File: src/rtl/ddr_a2m_pkg.sv
// Shared AXI2MBA bridge definitions: AXI burst encodings, command-generator FSM states
// and small helpers used by several bridge stages.
package ddr_a2m_pkg;

    typedef enum logic [1:0] {
        BURST_FIXED = 2'b00,
        BURST_INCR  = 2'b01,
        BURST_WRAP  = 2'b10,
        BURST_RSVD  = 2'b11
    } burst_e;

    typedef enum logic {
        ST_IDLE  = 1'b0,
        ST_ISSUE = 1'b1
    } state_e;

    localparam int unsigned REM_W = 9;

    // AXI LEN is beats-1; a burst carries up to 256 beats, hence the extra bit.
    function automatic logic [REM_W-1:0] beats_of_len(input logic [7:0] len);
        return {1'b0, len} + 9'd1;
    endfunction

endpackage

File: src/rtl/ddr_a2m_cmdsplit.sv
// Combinational chunker: given the current address and remaining beats of a burst,
// returns the beat count of the next MBA command, the address following it and the wrap flag.
module ddr_a2m_cmdsplit
    import ddr_a2m_pkg::*;
#(
    parameter int P_AW   = 40,
    parameter int P_BLKW = 6
) (
    input  logic [P_AW-1:0]  addr,
    input  logic [REM_W-1:0] rem,
    input  logic [2:0]       size,
    input  logic [1:0]       burst,
    input  logic [7:0]       len,
    output logic [REM_W-1:0] n,
    output logic [P_AW-1:0]  next_addr,
    output logic             wrap
);

    localparam logic [P_AW-1:0] ZERO_A    = {P_AW{1'b0}};
    localparam logic [P_AW-1:0] ONE_A     = {{(P_AW-1){1'b0}}, 1'b1};
    localparam logic [P_AW-1:0] BLK_BYTES = ONE_A << P_BLKW;

    logic [P_AW-1:0]  size_mask_s;
    logic [P_AW-1:0]  aligned_s;
    logic [P_AW-1:0]  blk_room_s;
    logic [P_AW-1:0]  blk_lim_s;
    logic [P_AW-1:0]  cont_s;
    logic [P_AW-1:0]  cont_base_s;
    logic [P_AW-1:0]  cont_top_s;
    logic [P_AW-1:0]  cont_room_s;
    logic [P_AW-1:0]  rem_a_s;
    logic [P_AW-1:0]  lim_s;
    logic [P_AW-1:0]  step_s;
    logic [REM_W-1:0] chunk_s;

    assign size_mask_s = (ONE_A << size) - ONE_A;
    assign aligned_s   = addr & ~size_mask_s;
    assign blk_room_s  = (BLK_BYTES - (aligned_s & (BLK_BYTES - ONE_A))) >> size;
    // A beat wider than the block still has to make progress: one beat per command.
    assign blk_lim_s   = (blk_room_s == ZERO_A) ? ONE_A : blk_room_s;
    assign cont_s      = {{(P_AW-REM_W){1'b0}}, beats_of_len(len)} << size;
    assign cont_base_s = addr & ~(cont_s - ONE_A);
    assign cont_top_s  = cont_base_s + cont_s;
    assign cont_room_s = (cont_top_s - aligned_s) >> size;
    assign rem_a_s     = {{(P_AW-REM_W){1'b0}}, rem};

    // Chunk length and follow-on address per burst type.
    always_comb begin
        lim_s     = blk_lim_s;
        chunk_s   = 9'd1;
        step_s    = aligned_s;
        next_addr = addr;
        wrap      = 1'b0;
        case (burst_e'(burst))
            BURST_FIXED: begin
                chunk_s   = 9'd1;
                next_addr = addr;
            end
            BURST_WRAP: begin
                if (cont_s <= BLK_BYTES) begin
                    chunk_s   = beats_of_len(len);
                    next_addr = addr;
                    wrap      = 1'b1;
                end else begin
                    if (cont_room_s < blk_lim_s) begin
                        lim_s = cont_room_s;
                    end else begin
                        lim_s = blk_lim_s;
                    end
                    if (rem_a_s < lim_s) begin
                        chunk_s = rem;
                    end else begin
                        chunk_s = lim_s[REM_W-1:0];
                    end
                    step_s    = aligned_s + ({{(P_AW-REM_W){1'b0}}, chunk_s} << size);
                    next_addr = (step_s == cont_top_s) ? cont_base_s : step_s;
                end
            end
            default: begin
                if (rem_a_s < lim_s) begin
                    chunk_s = rem;
                end else begin
                    chunk_s = lim_s[REM_W-1:0];
                end
                step_s    = aligned_s + ({{(P_AW-REM_W){1'b0}}, chunk_s} << size);
                next_addr = step_s;
            end
        endcase
        n = chunk_s;
    end

endmodule

File: src/rtl/ddr_a2m_cmdgen.sv
// AXI2MBA command generator: pops one AXI request from the show-ahead request FIFO and
// issues it as a series of block-confined MBA commands over a valid/ready handshake.
module ddr_a2m_cmdgen
    import ddr_a2m_pkg::*;
#(
    parameter int P_IW   = 8,
    parameter int P_AW   = 40,
    parameter int P_BLKW = 6
) (
    input  logic            CLK,
    input  logic            ZRESET,
    input  logic            REQ_EMPTY,
    output logic            REQ_RE,
    input  logic [P_IW-1:0] REQ_ID,
    input  logic [P_AW-1:0] REQ_ADDR,
    input  logic [7:0]      REQ_LEN,
    input  logic [2:0]      REQ_SIZE,
    input  logic [1:0]      REQ_BURST,
    input  logic            REQ_LOCK,
    input  logic            REQ_DIR,
    output logic            CMDVALID,
    input  logic            CMDREADY,
    output logic [P_IW-1:0] CMDID,
    output logic [P_AW-1:0] CMDADDR,
    output logic [7:0]      CMDBEATS,
    output logic [2:0]      CMDSIZE,
    output logic            CMDDIR,
    output logic            CMDLOCK,
    output logic            CMDWRAP,
    output logic            CMDFIRST,
    output logic            CMDLAST,
    output logic            BUSY
);

    state_e st_q, st_d;
    logic             valid_q, valid_d;
    logic             busy_q, busy_d;
    logic [P_IW-1:0]  id_q, id_d;
    logic [P_AW-1:0]  addr_q, addr_d;
    logic [P_AW-1:0]  nxt_q, nxt_d;
    logic [7:0]       beats_q, beats_d;
    logic [2:0]       size_q, size_d;
    logic             dir_q, dir_d;
    logic             lock_q, lock_d;
    logic             wrap_q, wrap_d;
    logic             first_q, first_d;
    logic             last_q, last_d;
    logic [1:0]       burst_q, burst_d;
    logic [7:0]       len_q, len_d;
    logic [REM_W-1:0] rem_q, rem_d;

    logic             req_re_s;
    logic             load_s;
    logic [P_AW-1:0]  sp_addr_s;
    logic [REM_W-1:0] sp_rem_s;
    logic [2:0]       sp_size_s;
    logic [1:0]       sp_burst_s;
    logic [7:0]       sp_len_s;
    logic [REM_W-1:0] sp_n_s;
    logic [P_AW-1:0]  sp_next_s;
    logic             sp_wrap_s;

    assign req_re_s = ZRESET & (st_q == ST_IDLE) & ~REQ_EMPTY;

    // Splitter sees the FIFO head while idle and the saved continuation while issuing.
    always_comb begin
        if (st_q == ST_IDLE) begin
            sp_addr_s  = REQ_ADDR;
            sp_rem_s   = beats_of_len(REQ_LEN);
            sp_size_s  = REQ_SIZE;
            sp_burst_s = REQ_BURST;
            sp_len_s   = REQ_LEN;
        end else begin
            sp_addr_s  = nxt_q;
            sp_rem_s   = rem_q;
            sp_size_s  = size_q;
            sp_burst_s = burst_q;
            sp_len_s   = len_q;
        end
    end

    ddr_a2m_cmdsplit #(
        .P_AW   (P_AW),
        .P_BLKW (P_BLKW)
    ) u_split (
        .addr      (sp_addr_s),
        .rem       (sp_rem_s),
        .size      (sp_size_s),
        .burst     (sp_burst_s),
        .len       (sp_len_s),
        .n         (sp_n_s),
        .next_addr (sp_next_s),
        .wrap      (sp_wrap_s)
    );

    // Next-state and command-register update; rem_q counts beats left after the shown command.
    always_comb begin
        st_d    = st_q;
        valid_d = valid_q;
        busy_d  = busy_q;
        id_d    = id_q;
        addr_d  = addr_q;
        nxt_d   = nxt_q;
        beats_d = beats_q;
        size_d  = size_q;
        dir_d   = dir_q;
        lock_d  = lock_q;
        wrap_d  = wrap_q;
        first_d = first_q;
        last_d  = last_q;
        burst_d = burst_q;
        len_d   = len_q;
        rem_d   = rem_q;
        load_s  = 1'b0;
        case (st_q)
            ST_IDLE: begin
                if (req_re_s) begin
                    id_d    = REQ_ID;
                    size_d  = REQ_SIZE;
                    dir_d   = REQ_DIR;
                    lock_d  = REQ_LOCK;
                    burst_d = REQ_BURST;
                    len_d   = REQ_LEN;
                    first_d = 1'b1;
                    valid_d = 1'b1;
                    busy_d  = 1'b1;
                    load_s  = 1'b1;
                    st_d    = ST_ISSUE;
                end else begin
                    st_d = ST_IDLE;
                end
            end
            ST_ISSUE: begin
                if (CMDREADY) begin
                    if (rem_q == 9'd0) begin
                        st_d    = ST_IDLE;
                        valid_d = 1'b0;
                        busy_d  = 1'b0;
                        first_d = 1'b0;
                        last_d  = 1'b0;
                        wrap_d  = 1'b0;
                    end else begin
                        first_d = 1'b0;
                        load_s  = 1'b1;
                    end
                end else begin
                    st_d = ST_ISSUE;
                end
            end
            default: begin
                st_d    = ST_IDLE;
                valid_d = 1'b0;
                busy_d  = 1'b0;
            end
        endcase
        if (load_s) begin
            addr_d  = sp_addr_s;
            nxt_d   = sp_next_s;
            beats_d = sp_n_s[7:0] - 8'd1;
            rem_d   = sp_rem_s - sp_n_s;
            wrap_d  = sp_wrap_s;
            last_d  = (sp_rem_s == sp_n_s);
        end else begin
            rem_d = rem_d;
        end
    end

    // State and command registers; reset discards any burst in flight.
    always_ff @(posedge CLK or negedge ZRESET) begin
        if (!ZRESET) begin
            st_q    <= ST_IDLE;
            valid_q <= 1'b0;
            busy_q  <= 1'b0;
            id_q    <= {P_IW{1'b0}};
            addr_q  <= {P_AW{1'b0}};
            nxt_q   <= {P_AW{1'b0}};
            beats_q <= 8'd0;
            size_q  <= 3'd0;
            dir_q   <= 1'b0;
            lock_q  <= 1'b0;
            wrap_q  <= 1'b0;
            first_q <= 1'b0;
            last_q  <= 1'b0;
            burst_q <= 2'd0;
            len_q   <= 8'd0;
            rem_q   <= 9'd0;
        end else begin
            st_q    <= st_d;
            valid_q <= valid_d;
            busy_q  <= busy_d;
            id_q    <= id_d;
            addr_q  <= addr_d;
            nxt_q   <= nxt_d;
            beats_q <= beats_d;
            size_q  <= size_d;
            dir_q   <= dir_d;
            lock_q  <= lock_d;
            wrap_q  <= wrap_d;
            first_q <= first_d;
            last_q  <= last_d;
            burst_q <= burst_d;
            len_q   <= len_d;
            rem_q   <= rem_d;
        end
    end

    assign REQ_RE   = req_re_s;
    assign CMDVALID = valid_q;
    assign CMDID    = id_q;
    assign CMDADDR  = addr_q;
    assign CMDBEATS = beats_q;
    assign CMDSIZE  = size_q;
    assign CMDDIR   = dir_q;
    assign CMDLOCK  = lock_q;
    assign CMDWRAP  = wrap_q;
    assign CMDFIRST = first_q;
    assign CMDLAST  = last_q;
    assign BUSY     = busy_q;

endmodule

File: config.mk
export PLATFORM = sky130hd
export DESIGN_NAME = ddr_a2m_cmdgen
export DESIGN_NICKNAME = d
export VERILOG_FILES = /design/src/rtl/ddr_a2m_pkg.sv /design/src/rtl/ddr_a2m_cmdsplit.sv /design/src/rtl/ddr_a2m_cmdgen.sv
export SDC_FILE = /design/constraint.sdc
export NUM_CORES = 1
export LEC_CHECK = 0
export ABC_AREA = 1
export CORE_ASPECT_RATIO = 0.9
export CORE_MARGIN = 2
export CORE_UTILIZATION = 51
export CTS_CLUSTER_DIAMETER = 120
export DETAILED_ROUTE_END_ITERATION = 8
export DONT_BUFFER_PORTS = 1
export HOLD_SLACK_MARGIN = 0.06
export PLACE_DENSITY_LB_ADDON = 0.3
export SKIP_LAST_GASP = 1
export SYNTH_ARGS = -nofsm -noshare
export SYNTH_HDL_FRONTEND = slang
export SYNTH_SLANG_ARGS = --single-unit
File: constraint.sdc
create_clock -name CLK -period 15.7 [get_ports CLK]
set_input_delay 1.57 -clock CLK [delete_from_list [all_inputs] [get_ports CLK]]
set_output_delay 1.57 -clock CLK [all_outputs]
set_load 0.03 [all_outputs]
==> metrics.csv <==
stage,metric,value,unit
clock_tree,clk_latency,430,ps
setup_path,crit_family,simple AND/OR/NAND/NOR gates,
floorplan,die_x,206,um
timing,hold_violations,0,
setup_path,crit_arrival,14970,ps
setup_path,required,16010,ps
drt,firstDrtPassIters,6,
timing,clock_skew,11.3,ps
logic_synthesis,synth_area_leader_cell,dfrtp_1,
drt,remaining_drc_errors,0,
final_layout,nets,3284,
logic_synthesis,synthCells,3117,
drt,via_count,21500,
floorplan,io_pins,134,
logic_synthesis,async_flop_share,100,%
drt,antenna_left,0,
run_status,status,completed,
clock_tree,cts_max_path_buffers,2,
timing,slew_violations,0,
final_layout,area_growth,7.77,%
drt,drt_wl_total,75.5,mm
timing,tightestPinTransition,1030,ps
floorplan,initial_core_util,51.8,%
clock_tree,cts_tree,built,
setup_path,crit_type,in -> reg,
final_layout,drive_above_1_share,10.9,%
placement,finalWeightedCongestion,1.00,
setup_path,crit_top_cell,nand2_1,
logic_synthesis,ys_seq_area_share,16.7,%
setup_path,crit_buf_inv,14,
global_routing,grt_max_degree,127,
flow_run,cap_violations,0,
clock_tree,cts_root_buf,clkbuf_16,
clock_tree,ctsHoldBuffers,0,
drt,vias_per_cell,5.98,
global_routing,antenna_found_initial,2,
placement,portBuffers,0,
drt,first_iter_violations,2696,
logic_synthesis,synth_area,18700,um^2
logic_synthesis,yosys.area.top_type_share,16.7,%
logic_synthesis,synth-seq-cells,125,
floorplan,dieHeight,186,um
global_routing,grt_usage,38.6,%
floorplan,row_count,66,
timing,rsz0062_at_grt,yes,
floorplan,core_area,36100,um^2
clock_tree,ctsHtreeMaxLevel,4,
logic_synthesis,synth_edf_count,0,
clock_tree,cts_buffers,17,
timing,fmaxAchievable,68.2,MHz
placement,dp_hpwl,60.5,mm
setup_path,slowest_delay,390,ps
setup_path,cp_slowest_cell,ha_1,
clock_tree,cts.sinks,125,
timing,slew_headroom,31.2,%
logic_synthesis,netlist_top_cells_area,"dfrtp_1 (17%), nand2_1 (16%), ha_1 (7.4%)",
logic_synthesis,avgSynthCellArea,5.99,um^2
final_layout,fill_cells,3653,
timing,setup_viol,0,
logic_synthesis,synth_common_cells,"nand2_1 (777), inv_1 (347), nor2_1 (332), nand3_1 (218), a21oi_1 (213)",
timing,min_period_over_period,93.4,%
global_routing,grt-ovfl-total,0,
global_routing,grt_pass1_wl,113,mm
setup_path,cp-end-kind,register,
logic_synthesis,synthFlopType,dfrtp_1,
timing,post-route-min-period,14660,ps
hold_path,hold_class,reg -> reg,
setup_path,crit_fanout,26,
logic_synthesis,yosys_warnings,0,
drt,wire_per_inst,21.0,um
logic_synthesis,ys_types,68,
final_layout,regArea,3130,um^2
final_layout,multiInputGateArea,13800,um^2
floorplan,die_area,38200,um^2
setup_path,setup.worst_path.start_class,input port,
final_layout,fin_util,55.8,%
logic_synthesis,synth_most_common_cell,nand2_1,
clock_tree,clk_pin_slew,60,ps
global_routing,grt_pass1_vias,19300,
-- final timing paths --
kind / from / endpoint / slack, ps / depth (start not counted)
setup / recovery: REQ_LEN[0] / nxt_q[15] / 1040 / 95
max in group asynchronous: ZRESET / CMDADDR[27] / 14650 / 0
setup reg to reg: st_q / nxt_q[15] / 1340 / 97
hold reg to reg: burst_q[0] / burst_q[0] / 470 / 2
min in group asynchronous: ZRESET / len_q[1] / 840 / 0
hold / removal: burst_q[0] / burst_q[0] / 470 / 2
-- what timing repair did --
item | 4_1_cts | 5_1_grt
buffers inserted | 0 | 5
setup endpoints to repair | 0 | 40
gates resized for setup | 0 | 29
-- area by class of cell --
type                    instances  area share, %
clock inverters                12          0.783
well taps                     476           2.96
inverters                     382           7.15
multi-input cells            2505           68.4
repair buffers                 71           2.83
flip-flops and latches        125           15.5
clock buffers                  20           2.32
diodes                          1         0.0124
-- state kept, by name, summed over array words and instances, names as in the netlist --
signal and flops:
burst_q 2, BUSY 1, nxt_q 40, rem_q 9, len_q 8, CMDLOCK 1, CMDBEATS 8, CMDDIR 1
CMDLAST 1, CMDADDR 40, CMDID 8, CMDFIRST 1, st_q 1, CMDWRAP 1, CMDSIZE 3
-- stage by stage --
| step | setup WS [ps] | std cells | hold WS [ps] | TNS, ps | cell area [um^2] |
|---|---|---|---|---|---|
| 2_1_floorplan | 2810 | 3119 | 434 | 0 | 18700 |
| 3_3_place_gp | 400 | 3552 | 448 | 0 | 19300 |
| 3_5_place_dp | 231 | 3552 | 460 | 0 | 19300 |
| 4_1_cts | 590 | 3584 | 475 | 0 | 19900 |
| 5_1_grt | -77.2 | 3591 | 521 | -955 | 20100 |
| 6_report | 1040 | 3592 | 474 | 0 | 20100 |
-- cell families after synthesis --
family / count (synthesis) / share of synthesized area, %
compound gates: 634 / 19.1
xor+xnor: 145 / 6.80
fa+ha+maj: 115 / 7.90
buf+inv: 490 / 10.5
flops: 125 / 16.7
mux: 14 / 0.750
other cells: 2 / 0.0402
simple gates: 1592 / 38.2
-- worst min-delay path: cells and delay by family (launching register included) --
kind             cells  cell delay [ps]
DFF                  1              340
and+or+nand+nor      2              100
-- layer usage --
layer,GRT usage [%],part of all wire (%)
met2,51.6,38
met5,0,0.038
met1,58.9,47
met4,7.71,1.7
met3,13.0,14
-- layout by cell type, fill, tap and decap left out, drive strengths merged, types with 3 or more instances in the layout --
master	count
a211oi	12
or2	56
xor2	104
and3	3
ha	110
conb	4
o21bai	13
o211ai	16
inv	382
clkinv	6
nor2	361
nor3	41
xnor2	41
nand3b	4
and2	5
nand4	43
clkbuf	21
mux2i	14
a21oi	220
dfrtp	125
clkinvlp	3
fa	5
a21boi	3
o21a	5
o221ai	6
o21ai	294
nor4	18
bufinv	3
a21o	8
buf	70
a311oi	3
o22ai	5
nand3	237
o31ai	5
a22oi	3
a31oi	33
nand2	822
Power is not shown: default switching activity piles up to over one toggle a cycle in this logic, so the estimate is an artifact.
